==> src/rtl/acc_pkg.sv <==
// Shared types and constants for the frame accumulator.
package acc_pkg;

  localparam int DEF_WIDTH = 4;
  localparam int DEF_COUNT = 4;

  typedef enum logic {
    ACC  = 1'b0,
    HOLD = 1'b1
  } acc_state_t;

  // Smallest n with 2**n >= value; evaluated at elaboration for HW.
  function automatic int acc_clog2(input int value);
    int result;
    result = 0;
    for (int i = 0; i < 31; i++) begin
      if ((1 << i) < value) begin
        result = i + 1;
      end
    end
    return result;
  endfunction

endpackage

==> src/rtl/seq_accumulator_if.sv <==
// Operand stream and total stream of the frame accumulator.
// Optional feature macro: ACC_SAT_EN adds the out_ovf signal.
interface seq_accumulator_if
  import acc_pkg::*;
#(
  parameter int WIDTH = DEF_WIDTH,
  parameter int HW    = acc_clog2(DEF_COUNT)
);

  logic             in_valid;
  logic             in_ready;
  logic [WIDTH-1:0] in_data;
  logic             out_valid;
  logic             out_ready;
  logic [WIDTH-1:0] out_sum;
  logic [HW-1:0]    out_hi;
`ifdef ACC_SAT_EN
  logic             out_ovf;
`endif

`ifdef ACC_SAT_EN
  modport master (
    output in_valid, in_data, out_ready,
    input  in_ready, out_valid, out_sum, out_hi, out_ovf
  );

  modport slave (
    input  in_valid, in_data, out_ready,
    output in_ready, out_valid, out_sum, out_hi, out_ovf
  );
`else
  modport master (
    output in_valid, in_data, out_ready,
    input  in_ready, out_valid, out_sum, out_hi
  );

  modport slave (
    input  in_valid, in_data, out_ready,
    output in_ready, out_valid, out_sum, out_hi
  );
`endif

endinterface

==> src/rtl/carryadder.sv <==
// Ripple-carry adder; cout exposes the carry out of every bit position.
module carryadder #(
  parameter int size = 4
) (
  input  logic [size-1:0] a,
  input  logic [size-1:0] b,
  input  logic            cin,
  output logic [size-1:0] sum,
  output logic [size-1:0] cout
);

  always_comb begin
    logic c;
    c    = cin;
    sum  = '0;
    cout = '0;
    for (int i = 0; i < size; i++) begin
      sum[i]  = a[i] ^ b[i] ^ c;
      c       = (a[i] & b[i]) | (c & (a[i] ^ b[i]));
      cout[i] = c;
    end
  end

endmodule

==> src/rtl/seq_accumulator.sv <==
// Sums COUNT operands per frame, extending precision by counting carry-outs.
// Optional feature macro: ACC_SAT_EN (sticky saturation instead of carry counting).
module seq_accumulator
  import acc_pkg::*;
#(
  parameter int WIDTH = DEF_WIDTH,
  parameter int COUNT = DEF_COUNT
) (
  input logic             clk,
  input logic             rst,
  input logic             clear,
  seq_accumulator_if.slave bus
);

  localparam int HW = acc_clog2(COUNT);
  localparam logic [HW-1:0] CNT_LAST = HW'(COUNT - 1);

  acc_state_t       state_reg, state_next;
  logic [WIDTH-1:0] acc_reg, acc_next;
  logic [HW-1:0]    hi_reg, hi_next;
  logic [HW-1:0]    cnt_reg, cnt_next;
  logic [WIDTH-1:0] add_sum;
  logic [WIDTH-1:0] add_cout;
  logic             carry;
  logic             in_ready;
  logic             out_valid;
`ifdef ACC_SAT_EN
  logic             ovf_reg, ovf_next;
`endif

  carryadder #(
    .size (WIDTH)
  ) u_adder (
    .a    (acc_reg),
    .b    (bus.in_data),
    .cin  (1'b0),
    .sum  (add_sum),
    .cout (add_cout)
  );

  assign carry = add_cout[WIDTH-1];

  // Only the final carry matters; the inner ripple carries are intentionally dropped.
  logic unused_carries;
  assign unused_carries = ^add_cout[WIDTH-2:0];

  always_ff @(posedge clk) begin
    if (rst || clear) begin
      state_reg <= ACC;
      acc_reg   <= '0;
      hi_reg    <= '0;
      cnt_reg   <= '0;
`ifdef ACC_SAT_EN
      ovf_reg   <= 1'b0;
`endif
    end else begin
      state_reg <= state_next;
      acc_reg   <= acc_next;
      hi_reg    <= hi_next;
      cnt_reg   <= cnt_next;
`ifdef ACC_SAT_EN
      ovf_reg   <= ovf_next;
`endif
    end
  end

  always_comb begin
    state_next = state_reg;
    acc_next   = acc_reg;
    hi_next    = hi_reg;
    cnt_next   = cnt_reg;
    in_ready   = 1'b0;
    out_valid  = 1'b0;
`ifdef ACC_SAT_EN
    ovf_next   = ovf_reg;
`endif
    case (state_reg)
      ACC: begin
        in_ready = 1'b1;
        if (bus.in_valid) begin
          acc_next = add_sum;
          hi_next  = hi_reg + HW'(carry);
          cnt_next = cnt_reg + HW'(1);
`ifdef ACC_SAT_EN
          // Once any carry is seen the frame total pins at all-ones.
          if (carry || ovf_reg) begin
            ovf_next = 1'b1;
            acc_next = '1;
            hi_next  = '0;
          end
`endif
          if (cnt_reg == CNT_LAST) begin
            state_next = HOLD;
          end
        end
      end
      HOLD: begin
        out_valid = 1'b1;
        if (bus.out_ready) begin
          state_next = ACC;
          acc_next   = '0;
          hi_next    = '0;
          cnt_next   = '0;
`ifdef ACC_SAT_EN
          ovf_next   = 1'b0;
`endif
        end
      end
      default: begin
        state_next = ACC;
      end
    endcase
  end

  assign bus.in_ready  = in_ready;
  assign bus.out_valid = out_valid;
  assign bus.out_sum   = acc_reg;
  assign bus.out_hi    = hi_reg;
`ifdef ACC_SAT_EN
  assign bus.out_ovf   = ovf_reg;
`endif

endmodule

==> src/flat_wrapper.sv <==
// flat-port wrapper written by rule: the top's interface ports become plain ports
module seq_accumulator_flat import acc_pkg::*;
#(
  parameter int WIDTH = DEF_WIDTH,
  parameter int COUNT = DEF_COUNT
)
  (clk, rst, clear, bus_in_valid, bus_in_data, bus_out_ready, bus_in_ready, bus_out_valid, bus_out_sum, bus_out_hi);
  seq_accumulator_if #(.WIDTH(WIDTH)) bus_i ();
  input logic clk;
  input logic rst;
  input logic clear;
  input wire logic [$bits(bus_i.in_valid)-1:0] bus_in_valid;
  input wire logic [$bits(bus_i.in_data)-1:0] bus_in_data;
  input wire logic [$bits(bus_i.out_ready)-1:0] bus_out_ready;
  output wire logic [$bits(bus_i.in_ready)-1:0] bus_in_ready;
  output wire logic [$bits(bus_i.out_valid)-1:0] bus_out_valid;
  output wire logic [$bits(bus_i.out_sum)-1:0] bus_out_sum;
  output wire logic [$bits(bus_i.out_hi)-1:0] bus_out_hi;
  assign bus_i.in_valid = bus_in_valid;
  assign bus_i.in_data = bus_in_data;
  assign bus_i.out_ready = bus_out_ready;
  assign bus_in_ready = bus_i.in_ready;
  assign bus_out_valid = bus_i.out_valid;
  assign bus_out_sum = bus_i.out_sum;
  assign bus_out_hi = bus_i.out_hi;
  seq_accumulator #(.WIDTH(WIDTH), .COUNT(COUNT)) u_core (.clk(clk), .rst(rst), .clear(clear), .bus(bus_i));
endmodule
==> config.mk <==
export PLATFORM = sky130hd
export DESIGN_NAME = seq_accumulator_flat
export DESIGN_NICKNAME = d
export VERILOG_FILES = /design/src/rtl/acc_pkg.sv /design/src/rtl/seq_accumulator_if.sv /design/src/rtl/carryadder.sv /design/src/rtl/seq_accumulator.sv /design/src/flat_wrapper.sv
export SDC_FILE = /design/constraint.sdc
export NUM_CORES = 1
export LEC_CHECK = 0
export CAP_MARGIN = 20
export CORE_MARGIN = 2
export CORE_UTILIZATION = 30
export DETAILED_ROUTE_END_ITERATION = 10
export MAX_ROUTING_LAYER = met4
export PLACE_DENSITY = 0.61
export SLEW_MARGIN = 25
export SYNTH_ARGS = -nofsm -noshare
export SYNTH_HDL_FRONTEND = slang
export SYNTH_SLANG_ARGS = --single-unit
==> constraint.sdc <==
create_clock -name clk -period 4.4 [get_ports clk]
set_input_delay 1.1 -clock clk [delete_from_list [all_inputs] [get_ports clk]]
set_output_delay 1.1 -clock clk [all_outputs]
set_load 0.005 [all_outputs]
### Word level (Yosys, flattened, before mapping)

Cells that the tools add are included.

* register bits after elaboration: 9
* latch bits: 0
* memory bits (writable): 0
* memory bits (read-only): 0
* bits of input ports: 9
* output and inout port bits: 8
* word-level logic and storage cells: 43
* memories kept: 0

* $add $sub $neg: 2
* multiply operators: 0
* div/mod/pow operators: 0
* order comparisons: 0
* eq/ne operators: 3
* shift-type cells: 0
* muxes and demuxes: 14
* bitwise gates (word level): 18
* reduce and logical (&&, ||, !) cells: 2

Operators with widths (number)
* 4-bit 2-to-1 mux: 2
* 2-bit one-hot mux with 2 select lines: 2
* 4-bit one-hot mux with 2 select lines: 1
* 1-bit AND: 7
* 1-bit bitwise XOR: 7
* 2-bit 2-to-1 mux: 3
* 1-bit 2-to-1 mux: 5
* 2-bit != test, second input constant: 2
* 1-bit OR: 3
* 2-bit by 1-bit adder with 2-bit output: 1
* 2-bit by 1-bit adder with 2-bit output, second input constant: 1
* 2-bit equality test, second input constant: 1
* 1-bit one-hot mux with 2 select lines: 1
* 2-bit AND reduction: 1
* 1-bit logical OR: 1
* 1-bit inverter: 1

### Depth between registers and ports, before layout

Gate-level depths: netlist (run 1).

* depth after elaboration: 10
* mapped depth: 10
* mapped depth without buffers: 10

### Cells and area by module

From an unflattened synthesis (run 1), not the netlist that was laid out.

* cell total of the unflattened synthesis: 44
* area, all modules: 447.9 um2

By module, submodules not included
* seq_accumulator: instances 1, cells an instance 40, area each 367.9 um2, sequential area each 180.2 um2
* carryadder: instances 1, cells an instance 4, area each 80.1 um2, sequential area each 0.0 um2

### Worst setup path before layout (run 1)

OpenSTA, ideal clock, no wires.

* path type: input to register
* start: input port bus_in_data[0]
* end: register u_core.hi_reg[0], in the netlist u_core.bus.out_hi[0]
* setup time: 0.126 ns
* arrival: 2.698 ns
* data required time: 4.274 ns
* setup slack: 1.576 ns
* stages on the path: 9
* buffers on the path: 0
* path through: ha_1 > inv_1 > fa_1 > inv_1 > fa_1 > fa_1 > ha_1 > a22oi_1 > nor2_1

* cells in the longest elaborated chain, start to end: 10

RTL lines
* start: declaration: RTL line flat_wrapper.sv:13 `input wire logic [$bits(bus_i.in_data)-1:0] bus_in_data;`
* 1-bit AND (2 in a row): RTL line carryadder.sv:19 `c = (a[i] & b[i]) | (c & (a[i] ^ b[i]));`
* 1-bit OR: RTL line carryadder.sv:19
* 1-bit AND: RTL line carryadder.sv:19
* 1-bit OR: RTL line carryadder.sv:19
* 1-bit AND: RTL line carryadder.sv:19
* 1-bit OR: RTL line carryadder.sv:19
* 2-bit by 1-bit adder with 2-bit output: RTL line seq_accumulator.sv:82 `hi_next = hi_reg + HW'(carry);`
* 2-bit 2-to-1 mux: RTL line seq_accumulator.sv:80 `if (bus.in_valid) begin`
* 2-bit one-hot mux with 2 select lines: RTL line seq_accumulator.sv:77 `case (state_reg)`
* end signal: assignment: RTL line seq_accumulator.sv:59 `hi_reg <= hi_next;`
* end: declaration: RTL line seq_accumulator.sv:20 `logic [HW-1:0] hi_reg, hi_next;`

Every way passes these cells. The select of a mux whose other input is x is not followed.
A chain may end at the register's enable or synchronous reset.

### Worst setup path after layout (run 1)

* start: input port bus_in_data[0]
* end: register u_core.hi_reg[1], in the netlist u_core.bus.out_hi[1]

The elaborated chain is that of the path after synthesis.

==> summary.md, run 1 <==
| Metric | Value |
|---|---|
| Max clock buf depth | 2 |
| Core Region | 1471 um^2 |
| DIE AREA | 1846 um^2 |
| Cell area after synthesis | 455.4 um^2 |
| Row cnt | 14 |
| CP endpoint | u_core.bus.out_hi[1]$_SDFFE_PP0P_ |
| Drt total wl | 861 um |
| First-pass GRT wire length | 1538 um |
| Max-slew violations | 0 |
| PostCTS Resize Cnt | 0 |
| Fin crit period | 3.068 ns |
| Clock buffer count from CTS | 3 |
| Area Overhead vs Synth | 43.41% |
| Clock transition at path regs | 0.06 ns |
| Clock root buffer | clkbuf_4 |
| Fmax | 325.9 MHz |
| Simple-gate portion of the synthesized area | 12.64% |
| Net Count, Synth | 63 |
| Max-Cap Viols | 0 |
| Max FFs per register | 4 |
| Netlist cell types | 15 |
| DRT antenna net count | 0 |
| Worst reg2reg endpoint | u_core.bus.out_hi[1]$_SDFFE_PP0P_ |
| Met2 Routed Length | 350 um |
| Sequential cell area fraction in the yosys report | 39.56% |
| Residual DRC count | 0 |
| Max Used Layer | met4 |
| CP Max Fanout | 2 |
| Reg2Reg Launch Point | u_core.bus.out_sum[0]$_SDFFE_PP0P_ |
| Worst-Margin Slew | 0.5619 ns |
| Post-synthesis mux area share | 5.220% |
| Status | complete, no violations |
| CTS tree | yes |
| Routed vias/inst | 4.805 |
| Insertion delay to the later sink of the worst-skew pair | 0.26 ns |
| R2r setup slk | 2.24 ns |
| Compound-Gate Fraction of Synth Area | 14.29% |
| Setup Viol. Count Final | 0 |
| Worst min path class | reg2reg |
| Cell count of the worst reg-to-reg path | 10 |
| Initial DRC count | 5 |
| Pin count of the biggest net entering global routing | 10 |
| Remaining Overflow, GRT | 0 |
| Placer congestion estimate | 0.6511 |
| Die height | 42.97 um |
| Layout cell share with drive strength beyond 1 | 7.576% |
| Wire length on met1 | 408 um |
| Worst path arrival time | 3.25 ns |
| P_leak | 0.2611 nW |
| Metal3 WL | 92 um |
| Most frequent cells in the layout | clkdlybuf4s50_1, nor2_1, dfxtp_1 |
| Seq cells post-synth | 9 |
| Setup Buffers After CTS | 0 |
| Setup TNS | 0 ns |
| Crit end category | register |
| CTS H-tree depth | 1 |
| Worst setup SP type | input pin |
| Initial antenna violation count | 0 |
| Rel. slew slack | 62.46% |
| Final #Nets | 82 |
| Critical Path RT | 4.59 ns |
| Total power | 0.0001740 W |
| RSZ-0062 raised after global routing | false |
| PwrDens | 266.4 nW/um^2 |
| Gr usage total | 12.27% |
| Clock sink total | 9 |
| Worst Setup Path Type | in2reg |
| Largest family of logic cells by synthesized area | adder cells |
| Initial Util | 30.95% |
| Final hold vios | 0 |
| Crit. Startpoint | bus_in_data[0] |
| Die X | 42.97 um |
| Skew final | 0.004549 ns |
| Diodes inserted | 0 |
| Period Utilization, post-route | 69.73% |
| Post-Syn Area per Cell | 9.488 um^2 |
| Yosys warnings | 0 |
| Cells after Synth | 48 |
| DP HPWL | 644.2 um |
| Vias | 394 |
| Peak supply drop | 0.1346 mV |
| Top-level I/O count | 17 |
| Post-Synth Adder-Cell Area | 21.43% |
| Commonest non-fill, non-tap cell in the layout | clkdlybuf4s50_1 |
| CTS Hold Buffers Added | 0 |
| Xor and xnor area share after synthesis | 0% |
| Wire per inst | 10.50 um |
| Drt pass-1 iters | 2 |
| IO Port Bufs | 16 |
| Number of global-route vias before repair | 349 |
[power breakdown]
| group | switching (W) | total (W) | internal (W) |
|---|---|---|---|
| registers | 0.00000173 | 0.0000854 | 0.0000836 |
| logic | 0.00000990 | 0.0000248 | 0.0000149 |
| clock network | 0.0000288 | 0.0000638 | 0.0000350 |
| total | 0.0000404 | 0.000174 | 0.000134 |
[cell usage after synthesis (all sizes together)]
| master | count | share of area (%) |
|---|---|---|
| dfxtp | 9 | 40 |
| nor2b | 2 | 2.7 |
| buf | 1 | 1.1 |
| ha | 3 | 8.2 |
| inv | 6 | 4.9 |
| or2 | 1 | 1.4 |
| nor2 | 9 | 7.4 |
| nand3 | 1 | 1.1 |
| clkbuf | 1 | 0.82 |
| a21oi | 3 | 3.3 |
| fa | 3 | 13 |
| mux2i | 2 | 5.2 |
| a22oi | 6 | 9.9 |
| o21ai | 1 | 1.1 |
[cells by family after synthesis]
logic type / count (synthesis)
buffers and inverters: 8
DFF: 9
and+or+nand+nor: 13
adders and majority gates: 6
muxes: 2
AOI/OAI and AO/OA: 10
[cell type report]
type,count,area [um^2]
fillers,169,818.3
multi-input cells,31,244.0
flip-flops and latches,9,180.2
repair buffers,16,160.2
clock buffers,4,26.28
inverters,6,22.52
well taps,16,20.02
[metrics by stage]
stage                     cell area, um^2  worst slack, ns  hold slack, ns  instances  util, %
after global placement              626.9            1.070          0.4820         78    42.60
after floorplan                     455.4            1.576          0.4695         48        -
after detailed placement            626.9            1.068          0.4987         78    42.60
final                               653.1            1.332          0.5121         82    44.39
after CTS                           653.1            1.330          0.5156         82    44.39
after global routing                653.1            1.193          0.5395         82    44.39
[how the worst min path moves through the flow]
stage                                           start                                end  slack, ns  depth (start not counted)
floorplan              u_core.cnt_reg[1]$_SDFFE_PP0P_     u_core.cnt_reg[1]$_SDFFE_PP0P_       0.47                          2
global placement       u_core.cnt_reg[1]$_SDFFE_PP0P_     u_core.cnt_reg[1]$_SDFFE_PP0P_       0.48                          2
detailed placement  u_core.bus.out_hi[1]$_SDFFE_PP0P_  u_core.bus.out_hi[1]$_SDFFE_PP0P_       0.50                          2
CTS                 u_core.bus.out_hi[1]$_SDFFE_PP0P_  u_core.bus.out_hi[1]$_SDFFE_PP0P_       0.52                          2
global route        u_core.bus.out_hi[1]$_SDFFE_PP0P_  u_core.bus.out_hi[1]$_SDFFE_PP0P_       0.54                          2
finish                 u_core.cnt_reg[1]$_SDFFE_PP0P_     u_core.cnt_reg[1]$_SDFFE_PP0P_       0.51                          2
[layer usage]
layer  vias up  GRT usage, %
li1        194             -
met4         0         5.455
met2        16         15.76
met5         -             -
met1       182         14.81
met3         2         8.085
[worst max-delay path: stages]
cell             delay, ns
clkdlybuf4s50_1       0.40
ha_1                  0.18
inv_1                 0.06
fa_1                  0.15
inv_1                 0.05
fa_1                  0.37
fa_1                  0.37
ha_1                  0.21
a21oi_1               0.13
o21ai_0               0.08
a21oi_1               0.15
Power figures use the tool's default switching activity.
==> run 2, diff against run 1 <==
==> constraint.sdc (replaced) <==
create_clock -name clk -period 2.99 [get_ports clk]
set_input_delay 0.7475 -clock clk [delete_from_list [all_inputs] [get_ports clk]]
set_output_delay 0.7475 -clock clk [all_outputs]
set_load 0.005 [all_outputs]
==> run 2 against run 1 <==
  * Global-route usage decreased by 0.92 points
  * Die area unchanged
  * First-iteration DRC count up 20%
  * Clock power rose by 51%
  * Clock skew up 0.0087 ns
  * Cell count is the same
  * Total power is 49% higher
  * Critical endpoint unchanged
==> summary.md, run 2 (synthesis results as in run 1) <==
| Metric | Value |
|---|---|
| CTS Hold Buffers Added | 0 |
| Drt pass-1 iters | 3 |
| Max-Cap Viols | 0 |
| DIE AREA | 1846 um^2 |
| CP Max Fanout | 2 |
| Worst path arrival time | 2.89 ns |
| Placer congestion estimate | 0.6883 |
| Number of global-route vias before repair | 357 |
| FILL cells | 161 |
| DRT antenna net count | 0 |
| Fmax | 372.1 MHz |
| Row cnt | 14 |
| Clock sink total | 9 |
| Top-level I/O count | 17 |
| Insertion delay to the later sink of the worst-skew pair | 0.27 ns |
| CTS tree | yes |
| Residual DRC count | 0 |
| PostCTS Resize Cnt | 0 |
| Max clock buf depth | 2 |
| Critical Path RT | 3.20 ns |
| Vias | 377 |
| Gr usage total | 11.35% |
| Fin crit period | 2.687 ns |
| Clock root buffer | clkbuf_4 |
| Area Overhead vs Synth | 43.68% |
| Peak supply drop | 0.1733 mV |
| Worst setup SP type | input pin |
| Initial DRC count | 6 |
| Drt total wl | 898 um |
| Initial antenna violation count | 0 |
| DP HPWL | 647.7 um |
| Routed vias/inst | 4.598 |
| RSZ-0062 raised after global routing | false |
| Status | complete, no violations |
| IO Port Bufs | 16 |
| P_leak | 0.2638 nW |
| Clock buffer count from CTS | 3 |
| Fin area | 654.4 um^2 |
| Skew final | 0.01326 ns |
| Worst Setup Path Type | in2reg |
| Worst-Margin Slew | 0.5810 ns |
| CTS H-tree depth | 1 |
| Die height | 42.97 um |
| Die X | 42.97 um |
| Max-slew violations | 0 |
| Commonest non-fill, non-tap cell in the layout | clkdlybuf4s50_1 |
| Rel. slew slack | 61.19% |
| Max FFs per register | 4 |
| Final hold vios | 0 |
| Remaining Overflow, GRT | 0 |
| Clock transition at path regs | 0.08 ns |
| Setup Buffers After CTS | 0 |
| Core Region | 1471 um^2 |
| Final #Nets | 82 |
| First-pass GRT wire length | 1469 um |
| Period Utilization, post-route | 89.88% |
| Area after DPL | 626.9 um^2 |
| Setup Viol. Count Final | 0 |
| Crit end category | register |
| Worst min path class | reg2reg |
| Layout cell share with drive strength beyond 1 | 9.091% |
| Wire per inst | 10.95 um |
| Diodes inserted | 0 |
| Most frequent cells in the layout | clkdlybuf4s50_1, nor2_1, dfxtp_1 |
| Initial Util | 30.95% |
| PwrDens | 395.7 nW/um^2 |
| Pin count of the biggest net entering global routing | 10 |
| Setup TNS | 0 ns |
[run 2: cell types whose count changed in the layout (fill, tap and decap cells not counted)]
cell,change
clkbuf_1,-1
clkinv_2,+1
[run 2: path summary, 6_finish.rpt]
path,from,endpoint,slack (ns),cells past startpoint
hold / removal,u_core.bus.out_hi[1]$_SDFFE_PP0P_,u_core.bus.out_hi[1]$_SDFFE_PP0P_,0.50,2
setup / recovery,bus_in_data[0],u_core.bus.out_hi[1]$_SDFFE_PP0P_,0.30,11
hold reg to reg,u_core.bus.out_hi[1]$_SDFFE_PP0P_,u_core.bus.out_hi[1]$_SDFFE_PP0P_,0.50,2
setup reg to reg,u_core.bus.out_sum[0]$_SDFFE_PP0P_,u_core.bus.out_hi[1]$_SDFFE_PP0P_,0.85,10
[run 2: worst max-delay path: stages]
cell,delay [ns]
clkdlybuf4s50_1,0.40
ha_1,0.18
inv_1,0.06
fa_1,0.15
inv_1,0.05
fa_1,0.37
fa_1,0.37
ha_1,0.21
a21oi_1,0.14
o21ai_0,0.08
a21oi_1,0.13
[run 2: final cells by class]
cell class	instances	area, um^2	share of cell area, %
Inverter	6	22.52	3.442
Clock inverter	1	5.005	0.7648
Clock buffer	3	22.52	3.442
Multi-Input combinational cell	31	244.0	37.28
Timing Repair Buffer	16	160.2	24.47
Tap cell	16	20.02	3.059
Sequential cell	9	180.2	27.53
[run 2: per-stage QoR]
step	hold WS, ns	std cells	util (%)	setup slack (ns)	power (W)
final	0.5000	82	44.47	0.3026	0.0002590
after global routing	0.5241	82	44.47	0.1304	0.0002750
after CTS	0.5042	82	44.47	0.2845	0.0002616
after detailed placement	0.4925	78	42.60	0.01570	0.0001657
after global placement	0.4812	78	42.60	0.02925	0.0001655
after floorplan	0.4695	48	-	0.5180	0.0001463
[run 2: layer usage]
layer	global-route usage (%)	vias up	share of wire, %
met1	15.00	170	51
met3	2.979	2	8.1
met2	14.24	12	40
met4	9.091	0	0.45
li1	-	193	-
met5	-	-	0
[run 2: where the power goes]
part | switching [W] | internal (W) | leakage, nW | total (W)
Sequential | 0.00000269 | 0.000123 | 0.0730 | 0.000126
Clock | 0.0000471 | 0.0000493 | 0.0177 | 0.0000964
Combinational | 0.0000149 | 0.0000219 | 0.173 | 0.0000369
Total | 0.0000647 | 0.000194 | 0.264 | 0.000259
